File: config.mk
export PLATFORM = sky130hd
export DESIGN_NAME = game_sequencer
export DESIGN_NICKNAME = d
export VERILOG_FILES = /design/src/rtl/game_sequencer.sv
export SDC_FILE = /design/constraint.sdc
export NUM_CORES = 1
export LEC_CHECK = 0
export ABC_CLOCK_PERIOD_IN_PS = 4500
export BUFFER_PORTS_ARGS = -buffer_cell sky130_fd_sc_hd__buf_2
export CORE_ASPECT_RATIO = 0.6
export CORE_MARGIN = 8
export CORE_UTILIZATION = 53
export DETAILED_ROUTE_END_ITERATION = 8
export GPL_ROUTABILITY_DRIVEN = 0
export GPL_TIMING_DRIVEN = 0
export MAX_ROUTING_LAYER = met4
export PLACE_DENSITY_LB_ADDON = 0.15
export RECOVER_POWER = 100
export SLEW_MARGIN = 40
export SYNTH_ARGS = -nofsm -noshare
export SYNTH_HDL_FRONTEND = slang
export SYNTH_SLANG_ARGS = --single-unit
export TNS_END_PERCENT = 1
File: constraint.sdc
create_clock -name clk_50mhz -period 4.5 [get_ports clk_50mhz]
set_input_delay 0.675 -clock clk_50mhz [delete_from_list [all_inputs] [get_ports clk_50mhz]]
set_output_delay 0.675 -clock clk_50mhz [all_outputs]
set_load 0.02 [all_outputs]
File: src/rtl/game_sequencer.sv
// rtl/game_sequencer.sv - Pac-Man round flow: state machine, key decode, lives/map tracking, reset strobes.
module game_sequencer #(
  parameter int unsigned READY_FRAMES = 120,
  parameter int unsigned DEATH_FRAMES = 90,
  parameter int unsigned CLEAR_FRAMES = 120,
  parameter int unsigned START_LIVES  = 3,
  parameter int unsigned NUM_MAPS     = 2
) (
  input  logic       clk_50mhz,
  input  logic       rst,
  input  logic [7:0] kb_code,
  input  logic       kb_strobe,
  input  logic       frame_tick,
  input  logic       pacman_caught,
  input  logic       dots_cleared,
  output logic [3:0] move_dir,
  output logic [3:0] ghost_enable,
  output logic [1:0] map_num,
  output logic [1:0] lives,
  output logic [2:0] state,
  output logic       freeze,
  output logic       level_reset,
  output logic       pos_reset
);

  typedef enum logic [2:0] {
    S_ATTRACT = 3'd0,
    S_READY   = 3'd1,
    S_PLAY    = 3'd2,
    S_PAUSED  = 3'd3,
    S_DYING   = 3'd4,
    S_CLEAR   = 3'd5,
    S_OVER    = 3'd6
  } state_e;

  localparam logic [7:0] READY_LAST = 8'(READY_FRAMES - 1);
  localparam logic [7:0] DEATH_LAST = 8'(DEATH_FRAMES - 1);
  localparam logic [7:0] CLEAR_LAST = 8'(CLEAR_FRAMES - 1);
  localparam logic [1:0] LIVES_INIT = 2'(START_LIVES);
  localparam logic [2:0] MAPS       = 3'(NUM_MAPS);

  state_e     state_q, state_d;
  logic [7:0] cnt_q, cnt_d;
  logic [1:0] lives_q, lives_d;
  logic [1:0] map_q, map_d;
  logic [3:0] mask_q, mask_d;
  logic [3:0] dir_q, dir_d;
  logic [3:0] ge_q, ge_d;
  logic       freeze_q, freeze_d;
  logic       lr_q, lr_d;
  logic       pr_q, pr_d;

  logic       key_enter, key_p, key_dir;
  logic [3:0] key_dir_val, key_set, key_clr;

  always_comb begin
    key_enter   = 1'b0;
    key_p       = 1'b0;
    key_dir     = 1'b0;
    key_dir_val = 4'b0000;
    key_set     = 4'b0000;
    key_clr     = 4'b0000;
    if (kb_strobe) begin
      case (kb_code)
        8'h5A: key_enter = 1'b1;
        8'h4D: key_p     = 1'b1;
        8'h1D: begin key_dir = 1'b1; key_dir_val = 4'b0100; end
        8'h1C: begin key_dir = 1'b1; key_dir_val = 4'b0001; end
        8'h1B: begin key_dir = 1'b1; key_dir_val = 4'b1000; end
        8'h23: begin key_dir = 1'b1; key_dir_val = 4'b0010; end
        8'h76: begin key_dir = 1'b1; key_dir_val = 4'b0000; end
        8'h05: key_set = 4'b0001;
        8'h06: key_set = 4'b0010;
        8'h04: key_set = 4'b0100;
        8'h0C: key_set = 4'b1000;
        8'h03: key_clr = 4'b0001;
        8'h0B: key_clr = 4'b0010;
        8'h83: key_clr = 4'b0100;
        8'h0A: key_clr = 4'b1000;
        default: ;
      endcase
    end
  end

  always_comb begin
    state_d = state_q;
    cnt_d   = cnt_q;
    lives_d = lives_q;
    map_d   = map_q;
    dir_d   = dir_q;
    mask_d  = (mask_q | key_set) & ~key_clr;
    lr_d    = 1'b0;
    pr_d    = 1'b0;

    case (state_q)
      S_ATTRACT, S_OVER: begin
        if (key_enter) begin
          state_d = S_READY;
          lives_d = LIVES_INIT;
          map_d   = 2'd0;
          lr_d    = 1'b1;
          pr_d    = 1'b1;
        end
      end
      S_READY: begin
        if (frame_tick) begin
          if (cnt_q == READY_LAST) state_d = S_PLAY;
          else                     cnt_d   = cnt_q + 8'd1;
        end
      end
      S_PLAY: begin
        if (dots_cleared) begin
          state_d = S_CLEAR;
        end else if (pacman_caught) begin
          state_d = S_DYING;
          lives_d = (lives_q != 2'd0) ? lives_q - 2'd1 : 2'd0;
        end else if (key_p) begin
          state_d = S_PAUSED;
        end
      end
      S_PAUSED: begin
        if (key_p) state_d = S_PLAY;
      end
      S_DYING: begin
        if (frame_tick) begin
          if (cnt_q == DEATH_LAST) begin
            if (lives_q == 2'd0) begin
              state_d = S_OVER;
            end else begin
              state_d = S_READY;
              pr_d    = 1'b1;
            end
          end else begin
            cnt_d = cnt_q + 8'd1;
          end
        end
      end
      S_CLEAR: begin
        if (frame_tick) begin
          if (cnt_q == CLEAR_LAST) begin
            state_d = S_READY;
            map_d   = ({1'b0, map_q} + 3'd1 >= MAPS) ? 2'd0 : map_q + 2'd1;
            lr_d    = 1'b1;
            pr_d    = 1'b1;
          end else begin
            cnt_d = cnt_q + 8'd1;
          end
        end
      end
      default: state_d = S_ATTRACT;
    endcase

    if (state_d != state_q) cnt_d = 8'd0;

    // A new round always starts stationary; steering only counts while play continues.
    if (state_d == S_READY && state_q != S_READY) begin
      dir_d = 4'b0000;
    end else if (state_q == S_PLAY && state_d == S_PLAY && key_dir) begin
      dir_d = key_dir_val;
    end

    ge_d     = (state_d == S_PLAY) ? mask_d : 4'b0000;
    freeze_d = (state_d != S_PLAY);
  end

  always_ff @(posedge clk_50mhz or posedge rst) begin
    if (rst) begin
      state_q  <= S_ATTRACT;
      cnt_q    <= 8'd0;
      lives_q  <= LIVES_INIT;
      map_q    <= 2'd0;
      mask_q   <= 4'b0000;
      dir_q    <= 4'b0000;
      ge_q     <= 4'b0000;
      freeze_q <= 1'b1;
      lr_q     <= 1'b0;
      pr_q     <= 1'b0;
    end else begin
      state_q  <= state_d;
      cnt_q    <= cnt_d;
      lives_q  <= lives_d;
      map_q    <= map_d;
      mask_q   <= mask_d;
      dir_q    <= dir_d;
      ge_q     <= ge_d;
      freeze_q <= freeze_d;
      lr_q     <= lr_d;
      pr_q     <= pr_d;
    end
  end

  assign state        = state_q;
  assign move_dir     = dir_q;
  assign ghost_enable = ge_q;
  assign map_num      = map_q;
  assign lives        = lives_q;
  assign freeze       = freeze_q;
  assign level_reset  = lr_q;
  assign pos_reset    = pr_q;

endmodule

==> flow_metrics.py, run 1 <==
metrics = {
    "die": {
        "rows": 17,
        "core-area_mm2": 0.00370,
        "start_util_pct": 55.8,
        "dieArea_mm2": 0.00621,
        "die_y_um": 64.3,
        "pin_count": 32,
        "fp.dieW_um": 96.6,
    },
    "cts": {
        "clk_pin_slew_ns": 0.07,
        "htreeDepth": 2,
        "cts_sinks": 30,
        "cts_buffers": 5,
        "cts_hold_buf": 0,
        "tritoncts": "yes",
        "clock_path_buffers": 2,
        "cts_root_buf": "clkbuf_8",
        "cts_resized": 0,
        "post_cts_buffers": 0,
        "worstSkewPairLatency_ns": 0.28,
    },
    "drt": {
        "met2_length_um": 1990,
        "wl_um": 5260,
        "drt-initial-drc-count": 226,
        "vias_per_cell": 6.04,
        "top_layer": "met4",
        "wire_per_inst_um": 17.2,
        "detail-route-antenna-nets": 0,
        "wl_met3_um": 444,
        "met1_length_um": 2810,
        "first_pass_iters": 4,
        "route.detailed.drc": 0,
        "vias": 1849,
    },
    "sta": {
        "setup_violations": 0,
        "tightest_slew_ns": 1.12,
        "setup_tns_ns": 0,
        "setup_slack_ns": 1.16,
        "rsz0062_at_grt": "false",
        "slew_headroom_pct": 25.0,
        "drv_slew": 0,
        "period_minus_slack_ns": 3.34,
        "holdWs_ns": 0.519,
        "timing.final.crit_share_pct": 74.2,
        "hold_violations": 0,
        "fmaxAchievable_mhz": 300,
        "skew_ns": 0.0105,
    },
    "setup_path": {
        "critPathRequiredTime_ns": 4.70,
        "r2r-end": "move_dir[0]",
        "ff2ff_path_depth": 9,
        "critPathArrivalTime_ns": 3.53,
        "critPathLaunchType": "register",
        "critical_path.max_stage_delay_ns": 0.79,
        "cp_slowest_cell": "o31ai_1",
        "path_max_fanout": 10,
        "cp_common_cell": "nand2_1",
        "path_class": "reg2reg",
        "rr_startpoint": "state[1]",
        "crit_chain": "clkbuf_1, inv_1, ha_1, nand2_1, nand2_1, o31ai_1, o21ai_2, or3_1, a21oi_1",
        "path_buf_inv": 2,
        "crit_start": "state[1]",
        "end_kind": "register",
        "reg2reg_slack_ns": 1.16,
        "path_delay_family": "compound AO/OA/AOI/OAI gates",
        "cp_num_cells": 9,
    },
    "min_path": {
        "holdCritStartpoint": "lives[1]",
        "min_to": "lives[1]",
        "whs_path_depth": 2,
        "hold_class": "reg2reg",
    },
    "power": {
        "intPower_uw": 510,
        "p_switching_uw": 306,
        "combPwrFrac_pct": 34.0,
        "switching_share_pct": 37.5,
        "power.density_mw_per_mm2": 356,
        "leakagePower_nw": 0.946,
        "seq_power_share_pct": 38.1,
        "vdd_drop_max_uv": 267,
        "p_clk_share_pct": 27.8,
    },
    "yosys": {
        "synth_edf_count": 0,
        "synth_top_family_by_area": "simple AND/OR/NAND/NOR gates",
        "synthesis.area_mm2": 0.00206,
        "yosys-top-cells-area": "dfrtp_1 33%, dfstp_2 3.8%, nand2_1 3.5%",
        "ys.flop_type": "dfrtp_1",
        "async_reset_ff_share_pct": 100,
        "synth_fa_ha_area_share_pct": 2.42,
        "postSynthCellCount": 222,
        "synthDistinctLibCells": 63,
        "synthXorXnorAreaFrac_pct": 3.39,
        "synthMuxAreaShare_pct": 0.545,
        "syn_nets": 240,
        "synth_area_leader_cell": "dfrtp_1",
        "yosysWarnings": 0,
        "synth-simple-area-share_pct": 34.4,
        "yosysTopAreaCellShare_pct": 32.7,
        "avgSynthCellArea_um2": 9.30,
        "ys_ff_latch": 30,
        "synth-compound-area-share_pct": 18.5,
        "ys_seq_area_share_pct": 36.5,
    },
    "grt": {
        "antenna_found_initial": 0,
        "grt_max_degree": 31,
        "track_usage_pct": 17.5,
        "grt-ovfl-total": 0,
        "grt_pass1_vias": 1673,
        "grt_pass1_wl_um": 8400,
    },
    "place": {
        "dp_slack_ns": 1.93,
        "portBuffers": 29,
        "dp_cells": 298,
        "dpl.hpwl_um": 3950,
        "dpl-instance-area_mm2": 0.00227,
    },
    "layout": {
        "layout_commonest_cell": "dfrtp_1",
        "diodes": 0,
        "drive_gt1_share_pct": 19.7,
        "final_cell_mix": "27 x dfrtp_1, 23 x clkbuf_1, 19 x nand2_1",
        "syn2layout_area_growth_pct": 11.2,
        "fin_nets": 276,
        "stdcell_area_mm2": 0.00229,
        "layout.cells.non_filler": 306,
    },
    "run_status": {
        "outcome": "finished clean",
    },
    "job": {
        "maxCapViolations": 0,
    },
}
-- cell usage after synthesis (5+ instances only) --
library cell	count
dfrtp_1	27
nand2_1	19
nor2_1	13
a21oi_1	12
nand3_1	12
inv_1	11
o21ai_0	10
nor4_1	7
or3_1	6
buf_2	5
nor3b_1	5
xnor2_1	5
-- registers in the layout, summed over array words and instances (netlist names) --
register and cells:
mask_q 4, lives 2, cnt_q 8, freeze 1, state 3, move_dir 4, pos_reset 1, level_reset 1
map_num 2, ghost_enable 4
-- power groups by stage --
stage	Combinational [mW]	Sequential (mW)	Clock (mW)
floorplan	0.202	0.323	0
global placement	0.282	0.314	0
detailed placement	0.285	0.315	0
CTS	0.286	0.310	0.232
global route	0.303	0.315	0.243
finish	0.278	0.311	0.227
-- metrics by stage --
stage | total power, mW | util, %
2_1_floorplan | 0.525 | -
3_3_place_gp | 0.596 | 61.3
3_5_place_dp | 0.600 | 61.3
4_1_cts | 0.828 | 63.9
5_1_grt | 0.861 | 62.0
6_report | 0.816 | 62.0
-- layer usage --
metal / vias to the layer above / global-route usage (%)
met5: - / -
met4: 0 / 2.81
met3: 2 / 4.90
met2: 75 / 20.3
met1: 877 / 28.2
li1: 895 / -
-- cell type report --
| type | instances | area [um^2] |
|---|---|---|
| buffer | 8 | 41.3 |
| clock buffer | 6 | 82.6 |
| clock inverter | 2 | 12.5 |
| fill | 329 | 1410 |
| inverter | 11 | 41.3 |
| multi-input combinational | 173 | 1180 |
| sequential | 30 | 754 |
| tap | 47 | 58.8 |
| timing repair buffer | 29 | 121 |
-- how the worst max path moves through the flow --
stage,slack [ns],to
after floorplan,2.16,move_dir[2]
after global placement,1.91,move_dir[3]
after detailed placement,1.93,move_dir[0]
after CTS,1.90,move_dir[0]
after global routing,1.05,move_dir[0]
final,1.16,move_dir[0]
-- kinds of logic (layout without fill, tap and decap cells) --
group / after synthesis / in the layout
mux: 1 / 1
compound gates: 49 / 49
xor+xnor: 8 / 8
flops: 30 / 30
simple gates: 111 / 111
fa+ha+maj: 4 / 4
buf+inv: 19 / 56
-- tightest hold or removal path: stages (launching register included) --
cell and delay [ns]:
dfstp_2 0.38, o21ai_0 0.08, nand2_1 0.06
No activity file was read; power rests on OpenSTA's default activity.
==> run 2: changes to the inputs <==
--- a/config.mk
+++ b/config.mk
@@ -5,7 +5,7 @@
 export SDC_FILE = /design/constraint.sdc
 export NUM_CORES = 1
 export LEC_CHECK = 0
-export ABC_CLOCK_PERIOD_IN_PS = 4500
+export ABC_CLOCK_PERIOD_IN_PS = 3400
 export BUFFER_PORTS_ARGS = -buffer_cell sky130_fd_sc_hd__buf_2
 export CORE_ASPECT_RATIO = 0.6
 export CORE_MARGIN = 8
==> constraint.sdc (replaced) <==
create_clock -name clk_50mhz -period 3.4 [get_ports clk_50mhz]
set_input_delay 0.51 -clock clk_50mhz [delete_from_list [all_inputs] [get_ports clk_50mhz]]
set_output_delay 0.51 -clock clk_50mhz [all_outputs]
set_load 0.02 [all_outputs]
==> run 2 against run 1 <==
- maximum frequency increased by 14%
- hold slack got worse by 0.0021 ns
- flip-flop and latch count unchanged
- wire length increased by 0.63%
- cell count unchanged
- first-iteration DRC count increased by 1.8%
- critical path depth unchanged
- clock power increased by 33%
- highest routed layer unchanged
==> flow_metrics.py, run 2 (synthesis results as in run 1) <==
metrics = {
    "cts": {
        "htreeDepth": 2,
        "clock_path_buffers": 2,
        "clk_pin_slew_ns": 0.07,
        "cts_root_buf": "clkbuf_8",
        "post_cts_buffers": 0,
        "cts_resized": 0,
        "cts_hold_buf": 0,
        "cts_buffers": 5,
        "cts_sinks": 30,
        "tritoncts": "yes",
        "worstSkewPairLatency_ns": 0.28,
    },
    "sta": {
        "setup_slack_ns": 0.484,
        "period_minus_slack_ns": 2.92,
        "hold_violations": 0,
        "setup_tns_ns": 0,
        "rsz0062_at_grt": "false",
        "tightest_slew_ns": 1.14,
        "setup_violations": 0,
        "skew_ns": 0.0108,
        "timing.final.crit_share_pct": 85.8,
        "slew_headroom_pct": 23.6,
        "drv_slew": 0,
        "fmaxAchievable_mhz": 343,
        "holdWs_ns": 0.517,
    },
    "die": {
        "dieArea_mm2": 0.00621,
        "start_util_pct": 55.8,
        "die_y_um": 64.3,
        "pin_count": 32,
        "core-area_mm2": 0.00370,
        "rows": 17,
        "fp.dieW_um": 96.6,
    },
    "grt": {
        "antenna_found_initial": 0,
        "grt_pass1_wl_um": 8400,
        "grt-ovfl-total": 0,
        "grt_max_degree": 31,
        "track_usage_pct": 17.5,
        "grt_pass1_vias": 1673,
    },
    "layout": {
        "multiInputGateArea_mm2": 0.00120,
        "seq_area_um2": 754,
        "syn2layout_area_growth_pct": 12.0,
        "layout_commonest_cell": "dfrtp_1",
        "diodes": 0,
        "largest-register": "cnt_q",
        "final_cell_mix": "27 x dfrtp_1, 23 x clkbuf_1, 19 x nand2_1",
        "largest_register_ffs": 8,
        "drive_gt1_share_pct": 20.5,
        "fill_cells": 326,
        "fin_nets": 276,
    },
    "setup_path": {
        "cp_slowest_cell": "ha_1",
        "end_kind": "register",
        "path_max_fanout": 10,
        "critPathLaunchType": "register",
        "critical_path.max_stage_delay_ns": 0.43,
        "critPathArrivalTime_ns": 3.07,
        "crit_chain": "clkbuf_1, inv_1, ha_1, nor3b_1, o21ai_2, o31ai_4, a41o_2, o211a_1, nor4_1",
        "path_class": "reg2reg",
        "reg2reg_slack_ns": 0.48,
        "critPathRequiredTime_ns": 3.56,
        "path_delay_family": "compound AO/OA/AOI/OAI gates",
        "path_buf_inv": 2,
    },
    "power": {
        "p_total_mw": 1.08,
        "vdd_drop_max_uv": 353,
        "leakagePower_nw": 0.949,
        "power.density_mw_per_mm2": 469,
    },
    "drt": {
        "drt-initial-drc-count": 230,
        "route.detailed.drc": 0,
        "vias": 1854,
        "wire_per_inst_um": 17.3,
        "vias_per_cell": 6.06,
        "detail-route-antenna-nets": 0,
        "wl_um": 5290,
        "first_pass_iters": 4,
    },
    "job": {
        "maxCapViolations": 0,
    },
    "run_status": {
        "outcome": "finished clean",
    },
    "min_path": {
        "hold_class": "in2async",
    },
    "place": {
        "dp_slack_ns": 0.828,
        "dpl.hpwl_um": 3950,
        "portBuffers": 29,
    },
}
run 2: changes by cell type in the layout (fill, tap and decap cells not counted):
cell,before,now
o31ai_1,3,2
o21ai_0,11,10
o21ai_2,2,3
o31ai_4,0,1
run 2: path summary, 6_finish.rpt:
kind                          start     endpoint  depth (start not counted)
setup / recovery           state[1]     cnt_q[2]                          9
hold / removal                  rst     cnt_q[0]                          2
min in group clk_50mhz     lives[1]     lives[1]                          2
max in group asynchronous       rst  move_dir[3]                          2
setup reg to reg           state[1]     cnt_q[2]                          9
hold reg to reg            lives[1]     lives[1]                          2
run 2: worst reg2reg max path, stage by stage, from the launching register on:
cell	delay, ns
dfrtp_1	0.42
clkbuf_1	0.41
inv_1	0.24
ha_1	0.43
nor3b_1	0.10
o21ai_2	0.10
o31ai_4	0.15
a41o_2	0.28
o211a_1	0.33
nor4_1	0.33
run 2: per-stage QoR:
step / cells / area (um^2) / util (%)
after floorplan: 222 / 2060 / -
after global placement: 298 / 2270 / 61.3
after detailed placement: 298 / 2270 / 61.3
after CTS: 306 / 2360 / 63.9
after global routing: 306 / 2310 / 62.5
final: 306 / 2310 / 62.5
run 2: final cells by class:
class,count,share of cell area [%]
Multi-Input combinational cell,173,51.9
Tap cell,47,2.54
Buffer,8,1.79
Inverter,11,1.79
Timing Repair Buffer,29,5.25
Clock buffer,6,3.57
Clock inverter,2,0.541
Sequential cell,30,32.6
run 2: layer usage:
layer,part of all wire [%],GRT usage (%)
met4,0.36,2.81
met1,53,28.2
met5,0,-
met3,8.8,4.90
met2,38,20.3
run 2: report_power, final:
part	switching, mW	leakage [nW]	internal, mW
registers	0.0274	0.381	0.384
clock network	0.139	0.0472	0.162
logic	0.244	0.520	0.128
==> run 3: changes to the inputs <==
--- a/config.mk
+++ b/config.mk
@@ -7,7 +7,6 @@
 export LEC_CHECK = 0
 export ABC_CLOCK_PERIOD_IN_PS = 3400
 export BUFFER_PORTS_ARGS = -buffer_cell sky130_fd_sc_hd__buf_2
-export CORE_ASPECT_RATIO = 0.6
 export CORE_MARGIN = 8
 export CORE_UTILIZATION = 53
 export DETAILED_ROUTE_END_ITERATION = 8
==> run 3 against run 2 <==
- count of clock-buffer cells in the layout increased by 1
- wire length decreased by 8.5%
- flip-flop and latch count unchanged
- clock skew decreased by 0.0080 ns
- sequential share of layout area about the same
- critical path type unchanged
- critical endpoint is now move_dir[2]
- largest cell class unchanged
==> flow_metrics.py, run 3 (synthesis results as in run 1) <==
metrics = {
    "run_status": {
        "outcome": "finished clean",
    },
    "setup_path": {
        "path_buf_inv": 2,
        "critical_path.max_stage_delay_ns": 0.42,
        "cp_slowest_cell": "dfrtp_1",
        "critPathRequiredTime_ns": 3.61,
        "path_max_fanout": 10,
        "critPathLaunchType": "register",
        "path_delay_family": "simple AND/OR/NAND/NOR gates",
        "reg2reg_slack_ns": 0.60,
        "path_class": "reg2reg",
        "cp_common_cell": "o21ai_2",
        "crit_chain": "clkbuf_1, inv_1, ha_1, nor3b_1, o21ai_2, o31ai_4, o21ai_2, or3_1, a21oi_1",
        "end_kind": "register",
        "critPathArrivalTime_ns": 3.01,
    },
    "cts": {
        "post_cts_buffers": 0,
        "clk_pin_slew_ns": 0.06,
        "tritoncts": "yes",
        "cts_hold_buf": 0,
        "cts_sinks": 30,
        "cts_root_buf": "clkbuf_8",
        "clock_path_buffers": 2,
        "htreeDepth": 2,
        "cts_resized": 0,
        "cts_buffers": 5,
        "worstSkewPairLatency_ns": 0.29,
    },
    "sta": {
        "setup_violations": 0,
        "timing.final.crit_share_pct": 82.4,
        "slew_headroom_pct": 27.7,
        "skew_ns": 0.00280,
        "period_minus_slack_ns": 2.80,
        "drv_slew": 0,
        "holdWs_ns": 0.486,
        "tightest_slew_ns": 1.08,
        "setup_tns_ns": 0,
        "rsz0062_at_grt": "false",
        "fmaxAchievable_mhz": 357,
        "hold_violations": 0,
        "setup_slack_ns": 0.598,
    },
    "grt": {
        "track_usage_pct": 17.1,
        "grt_max_degree": 31,
        "grt_pass1_vias": 1788,
        "antenna_found_initial": 0,
        "grt-ovfl-total": 0,
        "grt_pass1_wl_um": 8260,
    },
    "die": {
        "die_y_um": 78.4,
        "dieArea_mm2": 0.00615,
        "fp.dieW_um": 78.4,
        "pin_count": 32,
        "start_util_pct": 55.6,
        "core-area_mm2": 0.00372,
        "rows": 22,
    },
    "drt": {
        "route.detailed.drc": 0,
        "first_pass_iters": 4,
        "met1_length_um": 2140,
        "wl_met3_um": 305,
        "detail-route-antenna-nets": 0,
        "met2_length_um": 2300,
        "wire_per_inst_um": 15.8,
        "wl_um": 4840,
        "drt-initial-drc-count": 182,
        "vias": 1801,
        "top_layer": "met4",
        "vias_per_cell": 5.87,
    },
    "place": {
        "dp_cells": 299,
        "portBuffers": 29,
        "dp_slack_ns": 0.836,
        "dpl.hpwl_um": 3570,
    },
    "layout": {
        "diodes": 0,
        "syn2layout_area_growth_pct": 11.9,
        "layout_commonest_cell": "dfrtp_1",
        "largest-register": "cnt_q",
        "final_cell_mix": "27 x dfrtp_1, 24 x clkbuf_1, 19 x nand2_1",
        "drive_gt1_share_pct": 20.1,
        "largest_register_ffs": 8,
        "layout.cells.non_filler": 307,
        "fill_cells": 351,
        "fin_nets": 276,
    },
    "job": {
        "maxCapViolations": 0,
    },
    "power": {
        "vdd_drop_max_uv": 255,
        "p_total_mw": 1.06,
        "leakagePower_nw": 0.950,
        "power.density_mw_per_mm2": 461,
    },
    "min_path": {
        "hold_class": "in2async",
    },
}
-- run 3: cell types whose count changed in the layout (fill, tap and decap cells not counted), sizes merged --
cell      before  now
clkinvlp       1    0
clkbuf        30   31
-- run 3: area by class of cell --
type	instances	area, um^2	share of cell area (%)
multi-input combinational	173	1200	52.0
tap	48	60.1	2.60
clock inverter	1	5.00	0.217
buffer	8	41.3	1.79
clock buffer	7	86.3	3.74
sequential	30	754	32.7
inverter	11	41.3	1.79
timing repair buffer	29	121	5.25
-- run 3: final timing paths --
path / startpoint / endpoint / cells past startpoint
worst max register to register: state[1] / move_dir[2] / 9
worst min-delay path: rst / move_dir[3] / 2
min in group clk_50mhz: lives[1] / lives[1] / 2
worst max-delay path: state[1] / move_dir[2] / 9
max in group asynchronous: rst / pos_reset / 2
worst min register to register: lives[1] / lives[1] / 2
-- run 3: metal layers --
layer	up-vias	track usage (%)
li1	894	-
met1	845	19.4
met2	53	27.8
met3	9	4.21
met4	0	8.33
met5	-	-
-- run 3: per-stage QoR --
stage               utilization (%)  area (um^2)
finish                         62.2         2310
global route                   62.2         2310
CTS                            63.5         2360
detailed placement             61.1         2270
global placement               61.1         2270
floorplan                         -         2060
-- run 3: where the power goes --
part | switching, mW | internal, mW
clock | 0.131 | 0.163
sequential | 0.0259 | 0.385
combinational | 0.232 | 0.128
